$ cat config.mk
export PLATFORM = sky130hd
export DESIGN_NAME = mem_access_unit
export DESIGN_NICKNAME = d
export VERILOG_FILES = /design/src/rtl/mem_access_unit.sv
export SDC_FILE = /design/constraint.sdc
export NUM_CORES = 1
export LEC_CHECK = 0
export ABC_AREA = 1
export CAP_MARGIN = 0
export CORE_MARGIN = 1
export CORE_UTILIZATION = 65
export CTS_BUF_LIST = sky130_fd_sc_hd__clkbuf_4 sky130_fd_sc_hd__clkbuf_8
export CTS_CLUSTER_DIAMETER = 60
export CTS_CLUSTER_SIZE = 24
export DETAILED_ROUTE_END_ITERATION = 7
export MAX_ROUTING_LAYER = met4
export PLACE_DENSITY_LB_ADDON = 0.05
export SETUP_SLACK_MARGIN = 0.1
export SYNTH_ARGS = -nofsm -noshare
export SYNTH_HDL_FRONTEND = slang
export SYNTH_SLANG_ARGS = --single-unit
$ cat constraint.sdc
create_clock -name CLK -period 5.85 [get_ports CLK]
set_input_delay 0.585 -clock CLK [delete_from_list [all_inputs] [get_ports CLK]]
set_output_delay 0.585 -clock CLK [all_outputs]
set_load 0.05 [all_outputs]
$ cat src/rtl/mem_access_unit.sv
// mem_access_unit: single-port byte-addressable data memory behind a
// valid/ready request and a one-cycle response strobe.
// Optional feature macro: MEM_MISALIGNED_SPLIT_EN (split misaligned accesses).
module mem_access_unit #(
    parameter int SIZE        = 3,
    parameter int WAIT_STATES = 0
) (
    input  logic            CLK,
    input  logic            RST,
    input  logic            req_valid,
    output logic            req_ready,
    input  logic            wr_rd,
    input  logic [SIZE+2:0] addr,
    input  logic [1:0]      size,
    input  logic            sign_ext,
    input  logic [31:0]     data_in,
    output logic            resp_valid,
    output logic [31:0]     data_out,
    output logic            exception_out
);
    localparam int AW    = SIZE + 3;
    localparam int WW    = SIZE + 1;
    localparam int WORDS = 1 << WW;
    localparam logic [3:0] WS_LAST =
        (WAIT_STATES > 0) ? 4'(WAIT_STATES - 1) : 4'd0;

    typedef enum logic [2:0] {
        IDLE,
        WAIT,
        ACCESS,
        RESP
`ifdef MEM_MISALIGNED_SPLIT_EN
        ,
        ACCESS_LO,
        ACCESS_HI
`endif
    } state_t;

    state_t          r_state;
    state_t          w_next;
    state_t          w_go_in;
    state_t          w_go_lat;
    logic [3:0]      r_wcnt;
    logic            r_wr;
    logic            r_sgn;
    logic [1:0]      r_size;
    logic [AW-1:0]   r_addr;
    logic [31:0]     r_data;
    logic [31:0]     r_mem [WORDS];

    logic            w_accept;
    logic            w_misal;
    logic            w_fault;
    logic [4:0]      w_sh;
    logic [WW-1:0]   w_widx;
    logic [WW-1:0]   w_maddr;
    logic [3:0]      w_wbe;
    logic [31:0]     w_wword;
    logic [31:0]     w_rword;
    logic [31:0]     w_load;
    logic            w_wen;
    logic            w_fin;

    // Byte-enable pattern of an access at lane 0.
    function automatic logic [3:0] f_be(input logic [1:0] s);
        unique case (s)
            2'b00:   return 4'b0001;
            2'b01:   return 4'b0011;
            default: return 4'b1111;
        endcase
    endfunction

    // Zero- or sign-extend an LSB-aligned load value.
    function automatic logic [31:0] f_ext(
        input logic [31:0] v,
        input logic [1:0]  s,
        input logic        sg
    );
        unique case (s)
            2'b00:   return {{24{sg & v[7]}}, v[7:0]};
            2'b01:   return {{16{sg & v[15]}}, v[15:0]};
            default: return v;
        endcase
    endfunction

    assign w_accept   = req_valid & req_ready;
    assign req_ready  = (r_state == IDLE) & ~RST;
    assign resp_valid = (r_state == RESP);
    assign w_misal    = ((size == 2'b01) & addr[0])
                      | ((size == 2'b10) & (addr[1:0] != 2'b00));
    assign w_sh       = {r_addr[1:0], 3'b000};
    assign w_widx     = r_addr[AW-1:2];
    assign w_rword    = r_mem[w_maddr];

`ifdef MEM_MISALIGNED_SPLIT_EN
    logic            r_split;
    logic [31:0]     r_lo;
    logic            w_cross;
    logic            w_last;
    logic            w_split_in;
    logic            w_hi_ph;
    logic [7:0]      w_be8;
    logic [63:0]     w_wd64;
    logic [63:0]     w_rd64;

    // Only a crossing access into the non-existent word past the end faults.
    assign w_cross    = ((size == 2'b01) & (addr[1:0] == 2'b11))
                      | ((size == 2'b10) & (addr[1:0] != 2'b00));
    assign w_last     = (addr[AW-1:2] == {WW{1'b1}});
    assign w_fault    = (size == 2'b11) | (w_cross & w_last);
    assign w_split_in = w_misal & ~w_fault;
    assign w_go_in    = w_split_in ? ACCESS_LO : ACCESS;
    assign w_go_lat   = r_split ? ACCESS_LO : ACCESS;

    assign w_hi_ph    = (r_state == ACCESS_HI);
    assign w_be8      = {4'b0000, f_be(r_size)} << r_addr[1:0];
    assign w_wd64     = {32'd0, r_data} << w_sh;
    assign w_maddr    = w_hi_ph ? w_widx + WW'(1) : w_widx;
    assign w_wbe      = w_hi_ph ? w_be8[7:4] : w_be8[3:0];
    assign w_wword    = w_hi_ph ? w_wd64[63:32] : w_wd64[31:0];
    assign w_rd64     = w_hi_ph ? {w_rword, r_lo} : {32'd0, w_rword};
    assign w_load     = f_ext(32'(w_rd64 >> w_sh), r_size, r_sgn);
    assign w_wen      = r_wr & ((r_state == ACCESS)
                      | (r_state == ACCESS_LO) | w_hi_ph);
    assign w_fin      = (r_state == ACCESS) | w_hi_ph;

    // Keep the low word of a split load until the high word arrives.
    always_ff @(posedge CLK) begin
        if (r_state == ACCESS_LO) r_lo <= w_rword;
    end

    // Remember whether the accepted request needs two array cycles.
    always_ff @(posedge CLK) begin
        if (w_accept) r_split <= w_split_in;
    end
`else
    assign w_fault    = (size == 2'b11) | w_misal;
    assign w_go_in    = ACCESS;
    assign w_go_lat   = ACCESS;
    assign w_maddr    = w_widx;
    assign w_wbe      = f_be(r_size) << r_addr[1:0];
    assign w_wword    = r_data << w_sh;
    assign w_load     = f_ext(w_rword >> w_sh, r_size, r_sgn);
    assign w_wen      = r_wr & (r_state == ACCESS);
    assign w_fin      = (r_state == ACCESS);
`endif

    // Next-state logic of the request sequencer.
    always_comb begin
        w_next = r_state;
        unique case (r_state)
            IDLE: begin
                if (w_accept) begin
                    if (w_fault)              w_next = RESP;
                    else if (WAIT_STATES > 0) w_next = WAIT;
                    else                      w_next = w_go_in;
                end
            end
            WAIT:      if (r_wcnt == WS_LAST) w_next = w_go_lat;
            ACCESS:    w_next = RESP;
`ifdef MEM_MISALIGNED_SPLIT_EN
            ACCESS_LO: w_next = ACCESS_HI;
            ACCESS_HI: w_next = RESP;
`endif
            RESP:      w_next = IDLE;
            default:   w_next = IDLE;
        endcase
    end

    // State, wait counter and held response outputs.
    always_ff @(posedge CLK) begin
        if (RST) begin
            r_state       <= IDLE;
            r_wcnt        <= 4'd0;
            data_out      <= 32'd0;
            exception_out <= 1'b0;
        end else begin
            r_state <= w_next;
            if (r_state == WAIT) r_wcnt <= r_wcnt + 4'd1;
            if (w_accept) begin
                r_wcnt <= 4'd0;
                if (w_fault) begin
                    data_out      <= 32'd0;
                    exception_out <= 1'b1;
                end
            end
            if (w_fin) begin
                data_out      <= r_wr ? 32'd0 : w_load;
                exception_out <= 1'b0;
            end
        end
    end

    // Capture the request so later input changes are ignored.
    always_ff @(posedge CLK) begin
        if (w_accept) begin
            r_wr   <= wr_rd;
            r_sgn  <= sign_ext;
            r_size <= size;
            r_addr <= addr;
            r_data <= data_in;
        end
    end

    // Byte-lane array write; a reset on the access edge drops it.
    always_ff @(posedge CLK) begin
        if (w_wen && !RST) begin
            for (int b = 0; b < 4; b++) begin
                if (w_wbe[b]) r_mem[w_maddr][8*b +: 8] <= w_wword[8*b +: 8];
            end
        end
    end

endmodule

==> results.md, run 1 <==
* Later-pin clock latency in the skew report at 0.62 ns
* Antenna Cells at 0
* HP Class: flop to flop
* Antenna violations before repair at 0
* CP Capture Point: r_mem[8][24]$_DFFE_PP_
* Fin nets at 2205
* Synthesis-stage register bit count at slightly below 600
* PD cells at 305 mW/mm2
* WL/cell at 23.3 um
* Initial drt markers at 1979
* Core area at 0.0369 mm2
* F_max at 236 MHz
* Root buf cell: clkbuf_8
* Via count at 16500
* First-pass GRT wire length at approximately 94 mm
* Critical path depth at 4
* CP cell instances: clkinv_1, nor2_2, a22oi_1, o21ai_1
* Max IR drop VDD at 0.281 mV
* Crit share post-route at 0.723
* Worst path arrival time at about 4.4 ns
* Max Cap Viol at 0
* Data required, critical path at 6.05 ns
* Clock-pin slew on the worst setup and hold paths at 0.12 ns
* Die W at 196 um
* Fin. Hold Viols at 0
* Cell Area, Placed at 0.0256 mm2
* GP Congestion at just under 1
* Clock sink count at 597
* Slowest CP cell: nor2_2
* I/O Buffers at 79
* Cts bufs inserted at 37
* Register area share after synthesis at 0.713
* Cell count of the worst reg-to-reg path at 4
* CP bufs+invs at 1
* Crit path largest cell delay at about 1.2 ns
* Leak at around 0.0089 uW
* Yosys warns at 0
* Count of different cell masters after synthesis at 27
* Sw Ratio at 0.275
* Die area at 0.0386 mm2
* Synth Instances at approximately 2100
* Number of synthesized flops with an enable pin at ~550
* Vias in the first global route at roughly 16000
* Die Span Y at 196 um
* Synthesized net count at 2194
* Top cell type's share of synthesized area at 0.678
* Logic gate share of total power at 0.135
* Layout cells sized above 1 at 0.0467
* Cts hold-fix bufs at 0
* NetSw at between 2000 and 2500 uW
* GR Util All Layers at 0.341
* Failing checks: DRC
* Largest cells by area after synthesis: edfxtp_1 (68%), nor2_1 (6.0%), nand2_1 (4.7%)
* Clock network power share at 0.270
* Worst Tran Pin Value at around 1.3 ns
* Ys flop type: edfxtp_1
* Status: finished with violations
* Hpwl dp at 39.8 mm
* Syn_area_per_cell at 11.4 um2
* FP Rows at 70
* Worst R2R Start: r_addr[0]$_DFFE_PP_
* Max FO, Critical Path at 32
* Syn Std Cell Area at 0.0246 mm2
* Max_slew headroom at 0.110
* CTS tree: yes
* Final Critical Period at 4.23 ns
* Largest net degree at the start of global routing at 115
* Vias per inst at 6.15
* Setup CP Type: flop to flop
* Remaining global-route overflow at 0
* Worst Setup SP: r_addr[0]$_DFFE_PP_
* Drt total wl at 62.6 mm
* Initial core utilization at 0.666
* CTS resizes at 0
* 1st-pass router iterations at 8
* Post-synth top area cell: edfxtp_1
* Critical R2R Capture: r_mem[8][24]$_DFFE_PP_
* Residual DRC at 2
* RSZ-0062 raised after global routing: false
* Reg power frac at 0.595
* Final setup violation count at 0
* Antenna viol nets, final at 0
* Clk_skew at between 0.04 and 0.05 ns
* Area grow syn2layout at 7.48%
* Ys async rst share at 0
* Post-CTS Setup Bufs at 0
* Clock buffer depth at 3
* Io pins at 80
* Setup crit end kind: flop
* Pins Over Slew Limit at 0
* CP Launch Type: flop
* Hold path cells at 2
* Max H-tree Level at 2
* Fin area at around 0.026 mm2
* Setup TNS at 0 ns
* Kind of cell adding the most delay to the critical path: simple AND/OR/NAND/NOR gates
* Internal reg-to-reg setup slack at 1.62 ns
* Internal at 5840 uW
## worst min-delay path, cell delays in order, from the launching register on
cell and delay, ns:
dfxtp_1 0.33, nand2_1 0.06, a21oi_1 0.06
## sequential cells by signal, summed over array words and instances, names as in the netlist, 2 cells and up, named ones only
signal and cells:
data_out 32, r_addr 6, r_data 32, r_mem 512, r_size 2, r_state 2, r_wcnt 4
## how the worst min path moves through the flow
stage | from | to | slack, ns
4_1_cts | data_out[27]$_SDFFE_PP0P_ | data_out[27]$_SDFFE_PP0P_ | 0.48
2_1_floorplan | r_wcnt[3]$_SDFFE_PP0N_ | r_wcnt[3]$_SDFFE_PP0N_ | 0.44
6_report | data_out[0]$_SDFFE_PP0P_ | data_out[0]$_SDFFE_PP0P_ | 0.48
3_5_place_dp | data_out[27]$_SDFFE_PP0P_ | data_out[27]$_SDFFE_PP0P_ | 0.46
3_3_place_gp | data_out[25]$_SDFFE_PP0P_ | data_out[25]$_SDFFE_PP0P_ | 0.46
5_1_grt | data_out[17]$_SDFFE_PP0P_ | data_out[17]$_SDFFE_PP0P_ | 0.51
## per-layer routing
metal  vias to the layer above  track usage  routed length [um]
met1                      7991        0.474               24600
met2                       848        0.527               29900
met4                         0        0.123                2340
li1                       7567            -                   -
met5                         -            -                   0
met3                       129       0.0419                5670
## power groups by stage
stage          sequential [uW]  clock (uW)  combinational, uW
2_1_floorplan             4880           0                688
3_3_place_gp              4890           0               1050
3_5_place_dp              4890           0               1070
4_1_cts                   4790        2180               1070
5_1_grt                   4800        2320               1170
6_report                  4790        2180               1090
## logic make-up (layout without fill, tap and decap cells)
| group | after synthesis | in the layout | synth area share |
|---|---|---|---|
| compound gates | 421 | 421 | 0.0977 |
| xor+xnor | 1 | 1 | 0.000357 |
| fa+ha+maj | 2 | 2 | 0.00102 |
| buf+inv | 234 | 270 | 0.0417 |
| flops | 597 | 597 | 0.713 |
| simple gates | 892 | 892 | 0.147 |
## synthesized netlist by cell type, types with 18 or more instances
cell type / instances
nor2_1: 395
nand2_1: 309
buf_2: 41
o21ai_1: 27
edfxtp_1: 554
inv_1: 94
clkbuf_1: 63
a21oi_1: 71
nand3_1: 179
o211ai_1: 75
o221ai_1: 18
dfxtp_1: 43
o21ai_0: 212
## layout by cell type (no fill, tap or decap), types with 4 or more instances in the layout
cell type and n:
clkdlybuf4s50_1 79, o211ai_1 75, edfxtp_1 554, a22oi_1 9, nand2_1 309, inv_8 6, nor3_1 6, o22ai_1 7
o221ai_1 18, o21ai_0 204, nand3_1 179, clkbuf_4 5, a21oi_1 71, inv_6 4, inv_1 92, dfxtp_1 40
clkinv_1 6, clkbuf_8 37, buf_4 25, o21ai_1 35, nor2_1 392
## metrics by stage
step	hold slack, ns	utilization	power, uW	cells	setup slack, ns
2_1_floorplan	0.444	-	5570	2147	2.13
3_3_place_gp	0.459	0.694	5930	2623	1.92
3_5_place_dp	0.462	0.694	5950	2623	1.81
4_1_cts	0.480	0.716	8040	2687	1.79
5_1_grt	0.506	0.716	8290	2687	1.41
6_report	0.479	0.716	8060	2687	1.62
## final cells by class
type | count | area [um2]
Timing Repair Buffer | 106 | 1020
Inverter | 100 | 382
Clock inverter | 22 | 267
Sequential cell | 597 | 17500
Fill cell | 2579 | 10500
Multi-Input combinational cell | 1316 | 6040
Clock buffer | 42 | 547
Tap cell | 504 | 631
Power figures use the tool's default switching activity.
==> inputs of run 2 (changes only) <==
--- a/config.mk
+++ b/config.mk
@@ -8,7 +8,7 @@
 export ABC_AREA = 1
 export CAP_MARGIN = 0
 export CORE_MARGIN = 1
-export CORE_UTILIZATION = 65
+export CORE_UTILIZATION = 57
 export CTS_BUF_LIST = sky130_fd_sc_hd__clkbuf_4 sky130_fd_sc_hd__clkbuf_8
 export CTS_CLUSTER_DIAMETER = 60
 export CTS_CLUSTER_SIZE = 24
==> constraint.sdc (replaced) <==
create_clock -name CLK -period 3.41 [get_ports CLK]
set_input_delay 0.341 -clock CLK [delete_from_list [all_inputs] [get_ports CLK]]
set_output_delay 0.341 -clock CLK [all_outputs]
set_load 0.05 [all_outputs]
==> run 2 against run 1 <==
Final area is 3.3% higher; via count is 1.3% higher; die area is 14% higher; clock power is 85% higher; final cell count is 4.9% higher; sequential cell count stayed put; the run now ends clean; critical endpoint is now data_out[16]$_SDFFE_PP0P_; clock-buffer cell count is 1 higher; power is 76% higher; critical path type unchanged; routed wire length is 3.4% higher; global-route usage is 3.4 points lower.
==> results.md, run 2 (synthesized netlist as in run 1, its figures left out) <==
* Setup crit end kind: flop
* Clk_skew at 0.0256 ns (-0.0221 ns)
* Max FO, Critical Path at 52 (+63%)
* Setup TNS at 0 ns (unchanged)
* Hold path cells at 1 (-1)
* Crit share post-route at 0.797 (+0.0734)
* Vias in the first global route at 15800 (+0.57%)
* Vias per inst at 5.94 (-3.4%)
* Initial core utilization at 0.581 (-0.0844)
* Status: finished, final reports clean
* Cts bufs inserted at 40 (+8.1%)
* Area grow syn2layout at 11.1%
* Critical path depth at 12 (+8)
* Setup CP Type: flop to flop
* Largest registers: r_mem (512), data_out (32), r_data (32)
* CTS tree: yes
* Remaining global-route overflow at 0 (unchanged)
* F_max at 368 MHz (+56%)
* Commonest non-fill, non-tap cell in the layout: edfxtp_1
* CTS resizes at 0 (unchanged)
* Pins Over Slew Limit at 0 (unchanged)
* Initial drt markers at 1799 (-9.1%)
* Cell count of the worst reg-to-reg path at 12 (+8)
* HP Class: primary input to flop
* Hpwl dp at 41.3 mm (+3.8%)
* Layout cells sized above 1 at 0.0873 (+0.0406)
* Die Span Y at 210 um (+6.7%)
* FP Rows at 75 (+7.1%)
* RSZ-0062 raised after global routing: false
* Most frequent cells in the layout: edfxtp_1 (554), nor2_1 (392), nand2_1 (309), o21ai_0 (204), nand3_1 (179)
* CP bufs+invs at 2 (+1)
* Via count at 16800 (+1.3%)
* Internal reg-to-reg setup slack at 0.69 ns (-0.93 ns)
* PD cells at 519 mW/mm2 (+70%)
* Cts hold-fix bufs at 0 (unchanged)
* Die W at 210 um (+6.7%)
* First-pass GRT wire length at 96.5 mm (+3.0%)
* CP cell instances: inv_6, buf_12, nor2_1, nor2_1, o21ai_0, nand3_1, nand3_1, nand3_1, nand3_1, a21oi_1, nand2_1, a21oi_1
* Max FFs per register at 512 (unchanged)
* GP Congestion at 0.934 (-4.3%)
* Post-CTS Setup Bufs at 0 (unchanged)
* Multi-input gate area at 0.00604 mm2 (unchanged)
* Slowest CP cell: dfxtp_4
* Max Cap Viol at 0 (unchanged)
* Leak at 0.00943 uW (+5.9%)
* Antenna Cells at 0 (unchanged)
* Cell Area, Placed at 0.0263 mm2 (+3.0%)
* Placed insts at 2744 (+4.6%)
* Later-pin clock latency in the skew report at 0.68 ns (+0.06 ns)
* CP most frequent cell: nand3_1
* Max IR drop VDD at 0.328 mV (+17%)
* Final Critical Period at 2.72 ns (-1.51 ns)
* Largest net degree at the start of global routing at 151 (+31%)
* Fin area at 0.0273 mm2 (+3.3%)
* Core area at 0.0422 mm2 (+15%)
* Register area at 0.0175 mm2 (unchanged)
* Max H-tree Level at 2 (unchanged)
* Clock-pin slew on the worst setup and hold paths at 0.13 ns (about the same)
* Pre-CTS WS at 0.756 ns (-1.06 ns)
* Max_slew headroom at 0.159 (+0.0492)
* WL/cell at 23.0 um (-1.4%)
* Io pins at 80 (unchanged)
* Largest Register: r_mem
* Finished Layout Cells at 2818 (+4.9%)
* Fillers at 3264 (+27%)
* Data required, critical path at 4.02 ns (-2.03 ns)
* Fin nets at 2294 (+4.0%)
* Root buf cell: clkbuf_8
* Hold Path Origin: data_in[24]
* CP Launch Type: flop
* Final setup violation count at 0 (unchanged)
* Drt total wl at 64.7 mm (+3.4%)
* Critical R2R Capture: data_out[16]$_SDFFE_PP0P_
* Antenna violations before repair at 0 (unchanged)
* Die area at 0.0439 mm2 (+14%)
* Fin. Hold Viols at 0 (unchanged)
* Clock sink count at 597 (unchanged)
* Setup WS post-layout at 0.693 ns (-0.926 ns)
* GR Util All Layers at 0.307 (-0.0342)
* Residual DRC at 0 (-2)
* Clock buffer depth at 3 (unchanged)
* Worst path arrival time at 3.33 ns (-1.10 ns)
* Antenna viol nets, final at 0 (unchanged)
* Worst Tran Pin Value at 1.25 ns (-0.0807 ns)
* 1st-pass router iterations at 6 (-2)
* Hold Crit Endpoint: r_data[24]$_DFFE_PP_
* Kind of cell adding the most delay to the critical path: simple AND/OR/NAND/NOR gates
* I/O Buffers at 79 (unchanged)
* Crit path largest cell delay at 0.48 ns (-0.67 ns)
==> run 2: power breakdown <==
part,switching (uW),total (uW),internal [uW]
sequential,64.3,8180,8120
combinational,1400,1950,551
clock,2570,4030,1470
total,4030,14200,10100
==> run 2: area by class of cell <==
type / instances / share of cell area
Clock buffer: 43 / 0.0212
Clock inverter: 31 / 0.0128
Inverter: 100 / 0.0140
Multi-Input combinational cell: 1316 / 0.221
Sequential cell: 597 / 0.642
Tap cell: 539 / 0.0247
Timing Repair Buffer: 192 / 0.0638
==> run 2: through the flow <==
step	hold slack (ns)	total power [uW]	util
4_1_cts	0.172	14200	0.646
6_report	0.211	14200	0.646
2_1_floorplan	0.440	9550	-
5_1_grt	0.192	14600	0.646
3_3_place_gp	0.458	10200	0.624
3_5_place_dp	0.459	10300	0.624
==> run 2: metal layers <==
layer  routed length (um)  GRT usage  vias to the layer above
li1                     -          -                     7754
met1                27000      0.429                     8162
met5                    0          -                        -
met3                 5060     0.0407                      122
met4                 2110      0.107                        0
met2                30600      0.469                      713
==> run 2: worst max path at each step <==
stage / end / slack [ns] / start
global placement: data_out[19]$_SDFFE_PP0P_ / 0.79 / flop
finish: data_out[16]$_SDFFE_PP0P_ / 0.69 / flop
detailed placement: data_out[31]$_SDFFE_PP0P_ / 0.76 / flop
global route: data_out[25]$_SDFFE_PP0P_ / 0.44 / flop
floorplan: r_addr[0]$_DFFE_PP_ / 0.61 / r_state[0]$_SDFFE_PP0P_
CTS: data_out[29]$_SDFFE_PP0P_ / 0.73 / flop
==> inputs of run 3 (changes only) <==
==> constraint.sdc (replaced) <==
create_clock -name CLK -period 2.21 [get_ports CLK]
set_input_delay 0.221 -clock CLK [delete_from_list [all_inputs] [get_ports CLK]]
set_output_delay 0.221 -clock CLK [all_outputs]
set_load 0.05 [all_outputs]
==> run 3 against run 2 <==
Clock skew up 0.0027 ns; worst setup slack worse by 0.61 ns; combinational power up 98%; global-route usage up 0.20 points; maximum frequency up 28%; routed wire length up 4.0%; clock power up 58%; final cell count up 2.8%.
==> results.md, run 3 (synthesized netlist as in run 1, its figures left out) <==
* Largest registers: r_mem (512), data_out (32), r_data (32)
* Cell count of the worst reg-to-reg path at 15 (+3)
* Clk_skew at 0.0282 ns (+0.00269 ns)
* FP Rows at 75 (unchanged)
* Cts hold-fix bufs at 0 (unchanged)
* Layout cells sized above 1 at 0.171 (+0.0837)
* Antenna Cells at 0 (unchanged)
* Antenna viol nets, final at 0 (unchanged)
* Root buf cell: clkbuf_8
* WL/cell at 23.2 um (+1.2%)
* Fin. Hold Viols at 0 (unchanged)
* CP Capture Point: data_out[16]$_SDFFE_PP0P_
* Io pins at 80 (unchanged)
* F_max at 471 MHz (+28%)
* Worst path arrival time at 2.67 ns (-0.66 ns)
* Crit share post-route at 0.961 (+0.165)
* Fin area at 0.0291 mm2 (+6.8%)
* NetSw at 6460 uW (+60%)
* Setup crit end kind: flop
* Max Cap Viol at 0 (unchanged)
* Cts bufs inserted at 40 (unchanged)
* Remaining global-route overflow at 0 (unchanged)
* Max_slew headroom at 0.491 (+0.331)
* Internal at 16400 uW (+61%)
* Fillers at 3095 (-5.2%)
* Max H-tree Level at 2 (unchanged)
* Logic gate share of total power at 0.170 (+0.032)
* Residual DRC at 0 (unchanged)
* PD cells at 784 mW/mm2 (+51%)
* Final Critical Period at 2.12 ns (-0.592 ns)
* Final setup violation count at 0 (unchanged)
* Setup CP Type: flop to flop
* I/O Buffers at 79 (unchanged)
* Largest Register: r_mem
* CP Launch Type: flop
* Data required, critical path at 2.76 ns (-1.26 ns)
* Largest net degree at the start of global routing at 61 (-60%)
* Crit path largest cell delay at 0.40 ns (-0.08 ns)
* CP cell instances: buf_12, buf_12, buf_12, nand2_1, nand3_1, nand3_1, nand3_2, nand2_2, nand2_2, nand3_4, a21oi_4, buf_6, nand2_8, nand2_2, a21oi_1
* Leak at 0.0104 uW (+10%)
* Critical R2R Capture: data_out[16]$_SDFFE_PP0P_
* Most frequent cells in the layout: edfxtp_1 (554), nor2_1 (376), nand2_1 (273), o21ai_0 (186), buf_4 (141)
* Slowest CP cell: dfxtp_4
* GR Util All Layers at 0.309 (+0.00198)
* RSZ-0062 raised after global routing: true
* GP Congestion at 0.952 (+1.9%)
* Later-pin clock latency in the skew report at 0.67 ns (about the same)
* Die area at 0.0439 mm2 (unchanged)
* Max IR drop VDD at 0.543 mV (+65%)
* Initial core utilization at 0.581 (unchanged)
* Hpwl dp at 42.5 mm (+2.9%)
* CTS tree: yes
* Internal reg-to-reg setup slack at 0.09 ns (-0.61 ns)
* Vias in the first global route at 16100 (+2.2%)
* Clock sink count at 597 (unchanged)
* Die W at 210 um (unchanged)
* Status: finished, final reports clean
* Clock-pin slew on the worst setup and hold paths at 0.12 ns (about the same)
* Antenna violations before repair at 0 (unchanged)
* Max FO, Critical Path at 8 (-85%)
* 1st-pass router iterations at 5 (-1)
* Initial drt markers at 2095 (+16%)
* First-pass GRT wire length at 97.5 mm (+0.96%)
* Via count at 17300 (+3.4%)
* Sw Ratio at 0.283 (-0.00123)
* Max FFs per register at 512 (unchanged)
* Vias per inst at 5.98 (+0.63%)
* Commonest non-fill, non-tap cell in the layout: edfxtp_1
* Clock network power share at 0.279 (-0.006)
* Pwr Total at 22800 uW (+61%)
* Fin nets at 2374 (+3.5%)
* Reg power frac at 0.552 (-0.026)
* Cell Area, Placed at 0.0270 mm2 (+2.5%)
* Drt total wl at 67.3 mm (+4.0%)
* Worst Tran Pin Value at 0.763 ns (-0.489 ns)
* Area grow syn2layout at 18.6%
* Clock buffer depth at 3 (unchanged)
* Core area at 0.0422 mm2 (unchanged)
* Die Span Y at 210 um (unchanged)
* HP Class: primary input to flop
* Pins Over Slew Limit at 0 (unchanged)
==> run 3: changes by cell type in the layout (fill, tap and decap cells not counted), moves of 14 or more <==
cell             previous run  this run
clkdlybuf4s50_1            79        63
nand3_1                   179       120
buf_12                      8        22
buf_4                     105       141
nand3_2                     0        56
nor2_1                    392       376
nand2_2                     0        32
o21ai_0                   204       186
nand2_1                   309       273
==> run 3: how the worst min path moves through the flow <==
stage / from / to / slack (ns) / cells after the start
3_3_place_gp: data_out[24]$_SDFFE_PP0P_ / data_out[24]$_SDFFE_PP0P_ / 0.45 / 2
4_1_cts: data_in[17] / r_data[17]$_DFFE_PP_ / 0.06 / 1
6_report: data_in[31] / r_data[31]$_DFFE_PP_ / 0.11 / 1
3_5_place_dp: data_out[25]$_SDFFE_PP0P_ / data_out[25]$_SDFFE_PP0P_ / 0.46 / 2
5_1_grt: data_in[17] / r_data[17]$_DFFE_PP_ / 0.08 / 1
2_1_floorplan: addr[0] / r_addr[0]$_DFFE_PP_ / 0.32 / 0
==> run 3: metrics by stage <==
| stage | TNS, ns | hold WS, ns | worst slack [ns] | instances | utilization |
|---|---|---|---|---|---|
| floorplan | 0 | 0.320 | 0.0304 | 2147 | - |
| global placement | -0.783 | 0.454 | -0.0465 | 2793 | 0.639 |
| detailed placement | -2.80 | 0.458 | -0.157 | 2793 | 0.639 |
| CTS | 0 | 0.0609 | 0.0516 | 2876 | 0.669 |
| global route | -0.00484 | 0.0772 | -0.00484 | 2896 | 0.689 |
| finish | 0 | 0.108 | 0.0857 | 2896 | 0.689 |
==> run 3: worst max-delay path: cells and delay by family, from the launching register on <==
| kind | cells | cell delay, ns |
|---|---|---|
| DFF | 1 | 0.40 |
| and+or+nand+nor | 9 | 0.81 |
| AOI/OAI and AO/OA | 2 | 0.23 |
| buffers and inverters | 4 | 0.58 |
==> run 3: area by class of cell <==
| cell class | count | area (um2) | share of cell area |
|---|---|---|---|
| Clock buffer | 45 | 601 | 0.0206 |
| Clock inverter | 27 | 365 | 0.0125 |
| Inverter | 100 | 410 | 0.0141 |
| Multi-Input combinational cell | 1318 | 6640 | 0.228 |
| Sequential cell | 597 | 17500 | 0.601 |
| Tap cell | 539 | 674 | 0.0232 |
| Timing Repair Buffer | 268 | 2900 | 0.0997 |
| Timing Repair inverter | 2 | 22.5 | 0.000774 |
==> run 3: power groups by stage <==
stage / registers [uW] / clock network, uW / logic, uW
global placement: 12800 / 0 / 3190
finish: 12600 / 6360 / 3870
CTS: 12600 / 6450 / 3420
detailed placement: 12800 / 0 / 3240
global route: 12600 / 6790 / 4110
floorplan: 12900 / 0 / 1830
==> run 3: per-layer routing <==
metal / vias up / share of wire / GRT usage
met3: 120 / 0.088 / 0.0452
met1: 8422 / 0.41 / 0.434
met2: 853 / 0.47 / 0.469
li1: 7928 / - / -
met5: - / 0 / -
met4: 0 / 0.027 / 0.100
==> run 3: timing repair <==
| action | CTS | global route |
|---|---|---|
| endpoints found under the setup margin | 99 | 37 |
| pin swaps | 2 | 59 |
| gates cloned | 5 | 13 |
| buffers inserted | 6 | 7 |
| resized for setup | 41 | 152 |
